===== config.mk =====
export PLATFORM = sky130hd
export DESIGN_NAME = serial_signed_div_pow2
export DESIGN_NICKNAME = d
export VERILOG_FILES = /design/src/rtl/serial_signed_div_pow2.sv
export SDC_FILE = /design/constraint.sdc
export NUM_CORES = 1
export LEC_CHECK = 0
export CORE_ASPECT_RATIO = 1.25
export CORE_MARGIN = 4
export CORE_UTILIZATION = 30
export CTS_BUF_LIST = sky130_fd_sc_hd__clkbuf_4
export DETAILED_ROUTE_END_ITERATION = 16
export GPL_TIMING_DRIVEN = 0
export SYNTH_ARGS = -nofsm -noshare
export SYNTH_HDL_FRONTEND = slang
export SYNTH_SLANG_ARGS = --single-unit

===== constraint.sdc =====
create_clock -name clk -period 6.7 [get_ports clk]
set_clock_uncertainty 0.05 [all_clocks]
set_input_delay 1.675 -clock clk [delete_from_list [all_inputs] [get_ports clk]]
set_output_delay 1.675 -clock clk [all_outputs]
set_load 0.01 [all_outputs]

===== src/rtl/serial_signed_div_pow2.sv =====
// Iterative signed divide by 2^s: one arithmetic shift per clock, then a single
// fix-up cycle that produces the floor, truncated quotient and remainder.
//
// state | meaning
// IDLE  | waiting for an operand (in_ready=1)
// SHIFT | one arithmetic right shift per edge, collecting shifted-out ones
// FIX   | registers floor, quotient (round toward zero) and remainder
// DONE  | results presented (out_valid=1) until the consumer accepts
module serial_signed_div_pow2 #(
  parameter int N  = 8,
  parameter int SW = 3
) (
  input  logic          clk,
  input  logic          rst_n,
  input  logic          in_valid,
  output logic          in_ready,
  input  logic [N-1:0]  in_data,
  input  logic [SW-1:0] in_shift,
  output logic          out_valid,
  input  logic          out_ready,
  output logic [N-1:0]  out_floor,
  output logic [N-1:0]  out_quot,
  output logic [N-1:0]  out_rem
);

  localparam int NW = $clog2(N + 1);
  localparam int CW = (SW > NW) ? SW : NW;
  localparam logic [CW-1:0] N_C = CW'(N);

  typedef enum logic [1:0] {IDLE, SHIFT, FIX, DONE} state_t;

  state_t        state_q, state_d;
  logic [N-1:0]  work_q, work_d;
  logic [N-1:0]  dvd_q, dvd_d;
  logic [SW-1:0] shift_q, shift_d;
  logic [CW-1:0] cnt_q, cnt_d;
  logic          sticky_q, sticky_d;
  logic [N-1:0]  floor_q, floor_d;
  logic [N-1:0]  quot_q, quot_d;
  logic [N-1:0]  rem_q, rem_d;

  logic [CW-1:0] shift_ext;
  logic [CW-1:0] cnt_init;
  logic [N-1:0]  quot_nx;

  assign shift_ext = CW'(in_shift);
  // Shifting past N bits only replicates the sign, so the count saturates at N.
  assign cnt_init  = (shift_ext > N_C) ? N_C : shift_ext;
  // A negative dividend that lost any one bit was rounded down; step back toward zero.
  assign quot_nx   = work_q + N'(dvd_q[N-1] & sticky_q);

  assign in_ready  = (state_q == IDLE);
  assign out_valid = (state_q == DONE);
  assign out_floor = floor_q;
  assign out_quot  = quot_q;
  assign out_rem   = rem_q;

  always_ff @(posedge clk or negedge rst_n) begin
    if (!rst_n) begin
      state_q  <= IDLE;
      work_q   <= '0;
      dvd_q    <= '0;
      shift_q  <= '0;
      cnt_q    <= '0;
      sticky_q <= 1'b0;
      floor_q  <= '0;
      quot_q   <= '0;
      rem_q    <= '0;
    end else begin
      state_q  <= state_d;
      work_q   <= work_d;
      dvd_q    <= dvd_d;
      shift_q  <= shift_d;
      cnt_q    <= cnt_d;
      sticky_q <= sticky_d;
      floor_q  <= floor_d;
      quot_q   <= quot_d;
      rem_q    <= rem_d;
    end
  end

  always_comb begin
    state_d  = state_q;
    work_d   = work_q;
    dvd_d    = dvd_q;
    shift_d  = shift_q;
    cnt_d    = cnt_q;
    sticky_d = sticky_q;
    floor_d  = floor_q;
    quot_d   = quot_q;
    rem_d    = rem_q;
    case (state_q)
      IDLE: begin
        if (in_valid) begin
          work_d   = in_data;
          dvd_d    = in_data;
          shift_d  = in_shift;
          sticky_d = 1'b0;
          cnt_d    = cnt_init;
          state_d  = (cnt_init != '0) ? SHIFT : FIX;
        end
      end
      SHIFT: begin
        work_d   = {work_q[N-1], work_q[N-1:1]};
        sticky_d = sticky_q | work_q[0];
        cnt_d    = cnt_q - CW'(1);
        if (cnt_q == CW'(1)) state_d = FIX;
      end
      FIX: begin
        floor_d = work_q;
        quot_d  = quot_nx;
        // Wraps modulo 2^N; the shift yields zero once s >= N, leaving rem = dividend.
        rem_d   = dvd_q - (quot_nx << shift_q);
        state_d = DONE;
      end
      DONE: begin
        if (out_ready) state_d = IDLE;
      end
      default: state_d = IDLE;
    endcase
  end

endmodule


==> flow_summary.toml <==
[status]
outcome = "finished, final reports clean"

[sta]
period_minus_slack_ns = 3.840
timing.hold.ws_ns = 0.4740
worstMarginPinSlew_ns = 0.7339
report.final.setup_viol = 0
post-route-period-util = 0.5732
slew_headroom = 0.5108
drv_slew = 0
rsz0062_at_grt = "false"
max_freq_mhz = 260.4
hold_violations = 0
tns_ns = 0

[critical_path]
worst-setup-path-type = "flip-flop to flip-flop"
cp_top_family = "compound AO/OA/AOI/OAI gates"
path_max_fanout = 8
end_kind = "flip-flop"
slowest_stage = "or4_1"
cp-startpoint = "dvd_q[7]"
start_kind = "flip-flop"
crit_path_cell_trace = "and2_1, ha_1, nor2b_1, nand2_1, a21boi_0, a21oi_1, o21ai_0, a2bb2oi_1, ha_1, a21oi_1, nand2_1, or4_1, o311a_1, xnor2_1, a211o_1"
critPathBufInv = 0
worstPathArrival_ns = 4.06
required_ns = 6.92
r2r-start = "dvd_q[7]"
critPathMaxStageDelay_ns = 0.51

[grt]
grt_pass1_vias = 2459
grt_pass1_wl_um = 12250
grt_max_degree = 38
grtUsageTotal = 0.1262
gr-total-overflow = 0
antenna_found_initial = 0

[logic_synthesis]
ys_ff_latch = 50
synthTopCellsByArea = "dfrtp_1 40%, mux2_2 10%, ha_1 6.1%, mux2i_1 3.6%, nand2_1 3.5%"
syn_nets = 346
synth_top_area_frac = 0.4047
yosysUniqueCellTypes = 56
synth_area_um2 = 3092
synth_ff_type = "dfrtp_1"
ys_seq_area_frac = 0.4047
netlist_instances = 315
postSynthAreaPerCell_um2 = 9.815
synth.largest_area_cell = "dfrtp_1"
yosys_warnings = 0
synth-edff-count = 0
async_reset_ff_frac = 1.000

[place]
portBuffers = 40
post-dp-hpwl_um = 5722
gp_congestion = 0.8573

[route]
postRouteAntennaNets = 0
wl_per_cell_um = 14.89
first_pass_iters = 4
vias = 2419
drc = 0
drtIter0Drc = 118
vias_per_cell = 4.907
wl_um = 7341

[finish]
final_core_util = 0.3712
syn_to_final_growth_pct = 21.33
multi_input_area_um2 = 1675
final_cell_mix = "50 x dfrtp_1, 39 x clkdlybuf4s50_1, 29 x nand2_1"
register_area_um2 = 1251
layout_commonest_cell = "dfrtp_1"
antenna_cells = 0
fillCellCount = 1037
nNetsFinal = 394
drive_gt1_frac = 0.1511

[clock_tree]
path_clk_slew_ns = 0.15
cts_root_buf = "clkbuf_4"
cts_sinks = 50
postCtsHoldBufs = 0
clk_latency_ns = 0.37
clockBufferDepth = 2
cts_max_level = 2
cts_tree = "done"
ctsResizeCount = 0
cts_setup_buffers = 0
cts_made_buffers = 5

[die]
io_pins = 41
die_w_um = 98.80
core_um2 = 10110
initial_core_util = 0.3059
die_y_um = 121.5
die-area_um2 = 12000
core.rowCount = 41

[pwr]
peakVddDrop_mv = 0.2273
p_per_area_nw_per_um2 = 556.3
cellLeakagePower_nw = 1.551
total_power_w = 0.002087

[worst_hold_path]
hold_class = "flip-flop to flip-flop"
worstHoldStart = "out_rem[1]"

[flow_run]
cap_violations = 0
-- final cells by class --
| type | count | area share |
|---|---|---|
| buffer | 18 | 0.02602 |
| clock buffer | 6 | 0.01201 |
| clock inverter | 2 | 0.01001 |
| inverter | 18 | 0.01801 |
| multi-input combinational | 229 | 0.4466 |
| sequential | 50 | 0.3336 |
| tap | 129 | 0.04303 |
| timing repair buffer | 41 | 0.1107 |
-- Yosys cell counts, types with 3 or more instances --
cell type and n:
clkbuf_1 10, nor3_1 4, xor2_1 3, nor2b_1 6, nand2b_1 3, nor2_1 26
nand2_1 29, xnor2_1 11, buf_6 3, dfrtp_1 50, o21ai_0 18, a21oi_1 21
ha_1 15, nand3_1 4, buf_2 3, mux2i_1 11, inv_1 18, or3_1 3
mux2_2 28, a21o_1 3
-- flip-flops by register name, indices dropped and copies added (netlist names) --
register	flops
out_rem	8
out_quot	8
sticky_q	1
state_q	2
dvd_q	8
cnt_q	4
out_floor	8
work_q	8
shift_q	3
-- metal layers --
metal	global-route usage	vias up	wire, um
met3	0.02185	6	285
met4	0.02818	0	77
li1	-	1207	-
met5	0	-	0
met1	0.1724	1143	3430
met2	0.2092	63	3548
-- kinds of logic (layout without fill, tap and decap cells) --
| family | count (synthesis) | after routing | synth area share |
|---|---|---|---|
| fa+ha+maj | 16 | 16 | 0.06718 |
| mux | 40 | 40 | 0.1412 |
| xor+xnor | 14 | 14 | 0.03966 |
| flops | 50 | 50 | 0.4047 |
| simple gates | 90 | 90 | 0.1429 |
| compound gates | 69 | 69 | 0.1510 |
| buf+inv | 36 | 85 | 0.05342 |
-- metrics by stage --
| stage | setup slack [ns] | instances | cell area (um^2) |
|---|---|---|---|
| after floorplan | 3.399 | 315 | 3092 |
| after global placement | 2.412 | 484 | 3654 |
| after detailed placement | 2.922 | 485 | 3669 |
| after CTS | 2.895 | 493 | 3751 |
| after global routing | 2.620 | 493 | 3751 |
| final | 2.860 | 493 | 3751 |
-- final timing paths --
kind | depth (start not counted) | slack [ns] | endpoint
max | 15 | 2.86 | out_rem[7]
min | 1 | 0.47 | out_rem[1]
max reg2reg | 15 | 2.86 | out_rem[7]
min reg2reg | 1 | 0.47 | out_rem[1]
max in group asynchronous | 2 | 4.98 | dvd_q[6]
min in group asynchronous | 1 | 1.13 | out_quot[0]
-- report_power, final --
group          leakage, nW  switching (W)  total, W  internal [W]
logic                0.906       0.000672   0.00133      0.000658
clock network       0.0419      0.0000994  0.000182     0.0000829
registers            0.603       0.000121  0.000575      0.000454
Note: power is estimated with default switching activity, not from simulation.
